<file path="src/rtl/rr_merge2.sv">
// rr_merge2: two-channel round-robin merger into a one-entry output register with source tag; defining ARB_CNT_EN adds saturating grant counters
module rr_merge2 #(
  parameter int WIDTH = 8
`ifdef ARB_CNT_EN
  , parameter int CNT_W = 8
`endif
) (
  input  logic             clk,
  input  logic             rst,
  input  logic             in0_valid,
  input  logic [WIDTH-1:0] in0_data,
  output logic             in0_ready,
  input  logic             in1_valid,
  input  logic [WIDTH-1:0] in1_data,
  output logic             in1_ready,
  output logic             sel,
  output logic             out_valid,
  output logic [WIDTH-1:0] out_data,
  output logic             out_src,
  input  logic             out_ready
`ifdef ARB_CNT_EN
  , output logic [CNT_W-1:0] gnt_cnt0,
  output logic [CNT_W-1:0] gnt_cnt1
`endif
);
  logic             valid_q, src_q, last_q, load;
  logic [WIDTH-1:0] data_q;
  always_comb begin
    load      = ~valid_q | out_ready;
    sel       = (in0_valid & in1_valid) ? ~last_q : (in0_valid | in1_valid) ? in1_valid : last_q;
    in0_ready = ~rst & load & in0_valid & ~sel;
    in1_ready = ~rst & load & in1_valid & sel;
  end
  always_ff @(posedge clk) begin
    if (rst) begin
      valid_q <= 1'b0;
      data_q  <= '0;
      src_q   <= 1'b0;
      last_q  <= 1'b1;
    end else if (in0_ready | in1_ready) begin
      valid_q <= 1'b1;
      data_q  <= sel ? in1_data : in0_data;
      src_q   <= sel;
      last_q  <= sel;
    end else if (load) begin
      valid_q <= 1'b0;
    end
  end
  assign out_valid = valid_q;
  assign out_data  = data_q;
  assign out_src   = src_q;
`ifdef ARB_CNT_EN
  logic [CNT_W-1:0] cnt0_q, cnt1_q;
  always_ff @(posedge clk) begin
    if (rst) begin
      cnt0_q <= '0;
      cnt1_q <= '0;
    end else begin
      if (in0_ready && !(&cnt0_q)) cnt0_q <= cnt0_q + CNT_W'(1);
      if (in1_ready && !(&cnt1_q)) cnt1_q <= cnt1_q + CNT_W'(1);
    end
  end
  assign gnt_cnt0 = cnt0_q;
  assign gnt_cnt1 = cnt1_q;
`endif
endmodule

</file>
<file path="config.mk">
export PLATFORM = sky130hd
export DESIGN_NAME = rr_merge2
export DESIGN_NICKNAME = d
export VERILOG_FILES = /design/src/rtl/rr_merge2.sv
export SDC_FILE = /design/constraint.sdc
export NUM_CORES = 1
export LEC_CHECK = 0
export ABC_AREA = 1
export BUFFER_PORTS_ARGS = -buffer_cell sky130_fd_sc_hd__buf_4
export CORE_MARGIN = 2
export CORE_UTILIZATION = 41
export CTS_CLUSTER_DIAMETER = 60
export CTS_CLUSTER_SIZE = 16
export DETAILED_ROUTE_END_ITERATION = 8
export GPL_TIMING_DRIVEN = 0
export HOLD_SLACK_MARGIN = 0.12
export PLACE_DENSITY = 0.75
export SLEW_MARGIN = 20
export SYNTH_ARGS = -nofsm -noshare
export SYNTH_HDL_FRONTEND = slang
export SYNTH_SLANG_ARGS = --single-unit
</file>
<file path="constraint.sdc">
create_clock -name clk -period 1.75 [get_ports clk]
set_clock_uncertainty 0.2 [all_clocks]
set_input_delay 0.35 -clock clk [delete_from_list [all_inputs] [get_ports clk]]
set_output_delay 0.35 -clock clk [all_outputs]
set_load 0.01 [all_outputs]
</file>
* Word level (Yosys, flattened, before mapping)
Cells that the tools add are included.
Widths: inputs -> output; s select.
** Word-level totals
- Logic and storage cells :: 23
- Output and inout port bits :: 13
- Input bits :: 21
- Register bits after elaboration :: 11
** Cells by class
- Bitwise logic cells :: 13
- Reductions and logical operators :: 1
- Multiplexer cells :: 5
** Operators by type and width (count)
- $mux 8 :: 1
- $and 1x1->1 :: 6
- $mux 1 :: 4
- $not 1->1 :: 4
- $or 1x1->1 :: 3
- $reduce_bool 2->1 :: 1

* Longest topological paths before layout
- Word-level depth :: 7
- Depth in mapped cells :: 8
- Gate-level depth less buffers :: 7

* Worst setup path after synthesis
OpenSTA, ideal clock, no wires.
- Path type :: input-to-output
- From :: input port out_ready
- To :: output port in0_ready
- Stages :: 4
- Required time :: 1200 ps
- Arrival :: 918 ps
- Path buffers :: 0
- Setup slack :: 282 ps
- Cell sequence :: inv_1 > nand2_1 > nand3_1 > nor2_1
** Between the ends
- Word-level cells in the longest chain between the ends :: 4
** Ends and longest elaborated chain
- start, declared :: RTL line 20 : input logic out_ready
- $or 1x1->1 :: RTL line 29 : load = ~valid_q | out_ready;
- $and 1x1->1 (3 in a row) :: RTL line 31 : in0_ready = ~rst & load & in0_valid & ~sel;
- end, declared :: RTL line 12 : output logic in0_ready,
Every way passes these cells.

* Worst setup path after layout
- From :: register last_q
- To :: output port sel
** Between the ends
- Word-level cells in the longest chain between the ends :: 2
- Elaborated cells between the ends (all ways) :: 3
- Those cells by class :: mux: 2; bitwise: 1
** Ends and longest elaborated chain
- start, declared :: RTL line 26 : logic valid_q, src_q, last_q, load;
- start signal, assigned :: RTL line 44 : last_q <= sel;
- $mux 1 or $not 1->1 (tied branches) :: RTL line 30 : sel = (in0_valid & in1_valid) ? ~last_q : (in0_valid | in1_valid) ? in1_valid : last_q;
- $mux 1 * :: RTL line 30
- end, declared :: RTL line 16 : output logic sel,
Mark *: on every way between the ends. The rest lies on a longest branch, timed or not.

==> run summary <==
• cell at the root of the clock tree: sky130_fd_sc_hd__clkbuf_4
• fin area: 982 µm²
• final number of setup-violating endpoints: 0
• Overflow after GRT: 0
• detail-routed via count per cell: 4.79
• largest net degree at the start of global routing: 11
• Yosys cell types: 13
• worst-case headroom to the max-slew limit: 71.5%
• part of the Yosys area used for sequential elements: 37.1%
• number of max-slew violations in the final report: 0
• Arrival @ worst endpoint: 1150 ps
• Initial Utilization: 44.5%
• Final TNS setup: 0 ps
• Worst Max-Slew Pin Slew: 428 ps
• final WL: 1750 µm
• yosys warns: 0
• average wire length per cell after detail routing: 11.6 µm
• fraction of layout instances using a drive strength above 1: 41.2%
• routability congestion estimate from global placement: 0.704
• critical-path cell with the highest stage delay: sky130_fd_sc_hd__dfxtp_4
• static leakage power: 0.541 nW
• sum of buffers and inverters on the critical path: 3
• maximum frequency from static timing analysis: 590 MHz
• number of sinks on the clock net: 11
• number of global-route vias before repair: 642
• RSZ-0062 raised after global routing: false
• cell seen most often among critical-path stages: sky130_fd_sc_hd__buf_4
• count of boundary I/O pins: 34
• first-pass GRT wire length: 2830 µm
• Max stage delay on crit path: 360 ps
• Antenna Cells: 0
• final hold violations: 0
• critical path endpoint category: primary output
• Startpoint Class: flip-flop
• Layout Nets: 158
• netlist area before placement: 593 µm²
• critical path fanouts, max: 4
• TritonCTS Buffers: 3
• Chip Width: 42.0 µm
• Largest delay share family, worst path: flip-flops
• run status: finished, final reports clean
• number of optimization iterations in the first detailed-route pass: 4
• number of design-rule violations left by the first detailed-router iteration: 12
• min setup slack post-route: 54.8 ps
• Peak supply drop: 401 µV
• type of the worst setup path: reg -> out
• quantity of I/O buffers inserted on ports: 33
• chip height: 42.0 µm
• period utilization: 96.9%
• required time reported for the critical path endpoint: 1200 ps
• Longest Clk Path Bufs: 2
• Worst Hold Class: in -> reg
• standard cell core area: 1330 µm²
• number of levels the H-tree was split into: 1
• register bit count reported by yosys: 11
• clock network latency to the later pin of the worst-skew pair: 270 ps
• worst hold slack after final layout: 178 ps
• initial antenna violation count: 0
• synthesized net count: 112
• crit path time final: 1700 ps
• TritonCTS clock tree: yes
• placed wire-length estimate: 1120 µm
• most common cell after layout, fill and taps aside: sky130_fd_sc_hd__buf_4
• placement row count: 13
• die area: 1770 µm²
• post-route core utilization: 73.6%
• cell-by-cell trace of the critical path: inv_1, nand2_1, nand2_2, buf_4, buf_4
• post-route ant nets: 0
• top library cells by usage in the layout, fill and taps aside: 42 x sky130_fd_sc_hd__buf_4, 35 x sky130_fd_sc_hd__nand2_1, 17 x sky130_fd_sc_hd__nor2_1
• count of mapped cells out of synthesis: 91
• number of max-cap violations: 0
• pwr/cell area: 713 nW/µm²
• vias: 723
• area after detailed placement: 860 µm²
• pre-CTS setup slack: -27.2 ps
• syn_area_per_cell: 6.52 µm²
• post-CTS clock slew at the launch and capture registers of the worst setup and hold paths: 70 ps
• total global-route track usage: 21.3%
• post-route DRC violation count: 0
• Layout area overhead: 65.6%
state kept, by name, indices dropped and copies added, names as in the netlist:
name       cells
out_valid      1
last_q         1
out_src        1
out_data       8
repair_timing:
item / 4_1_cts / 5_1_grt
setup endpoints to repair: 2 / 3
hold endpoints to repair: 2 / 0
hold buffers: 1 / 0
gates cloned: 0 / 0
pin swaps: 0 / 2
resized for setup: 6 / 3
setup buffers: 3 / 5
synthesized netlist by cell type:
cell	instances	area [µm²]
sky130_fd_sc_hd__dfxtp_1	11	220
sky130_fd_sc_hd__inv_1	5	18.8
sky130_fd_sc_hd__a21oi_1	2	10.0
sky130_fd_sc_hd__nor2_1	17	63.8
sky130_fd_sc_hd__a21oi_2	1	8.76
sky130_fd_sc_hd__nand2_2	1	6.26
sky130_fd_sc_hd__buf_6	1	11.3
sky130_fd_sc_hd__nand3_2	1	10.0
sky130_fd_sc_hd__nand2_1	37	139
sky130_fd_sc_hd__nand3_1	4	20.0
sky130_fd_sc_hd__buf_4	1	7.51
sky130_fd_sc_hd__nand3b_1	8	60.1
sky130_fd_sc_hd__o21ai_2	2	17.5
worst reg2reg max path: cells and delay by family (launching register included):
kind,cells,cell delay (ps)
simple gates,6,410
flops,1,360
buf+inv,3,360
per-layer routing:
layer  wire [µm]  vias to the layer above  part of all wire (%)  global-route usage (%)
li1            -                      374                     -                       -
met1         699                      312                    40                    25.2
met2         877                       31                    50                    33.8
met3         117                        6                   6.7                    2.59
met4          53                        0                   3.0                    18.1
met5           0                        -                     0                       0
worst paths after layout:
| path | from | to | slack (ps) | cells after the start |
|---|---|---|---|---|
| max | last_q | sel | 50 | 5 |
| min | in1_data[1] | out_data[1] | 180 | 5 |
| max reg2reg | last_q | out_data[7] | 310 | 9 |
| min reg2reg | last_q | last_q | 300 | 2 |
metrics by stage:
| stage | cells | power (mW) |
|---|---|---|
| final | 151 | 0.700 |
| after global routing | 151 | 0.739 |
| after CTS | 147 | 0.693 |
| after detailed placement | 139 | 0.494 |
| after global placement | 139 | 0.490 |
| after floorplan | 91 | 0.399 |
where the power goes:
part | leakage (nW) | internal [mW] | switching (mW)
sequential | 0.0913 | 0.273 | 0.0116
clock | 0.0150 | 0.0884 | 0.0928
combinational | 0.434 | 0.121 | 0.113
cell type report:
type / count / area (µm²)
buffer: 1 / 7.51
fill: 105 / 352
tap: 15 / 18.8
timing repair buffer: 42 / 318
sequential: 11 / 224
inverter: 5 / 18.8
clock buffer: 4 / 26.3
multi-input combinational: 73 / 369
cell families after synthesis:
logic type,Yosys count,synth area share (%)
buffers and inverters,7,6.33
AND/OR/NAND/NOR,68,50.4
flip-flops,11,37.1
AO/OA/AOI/OAI,5,6.12
Note: power is estimated with default switching activity, not from simulation.
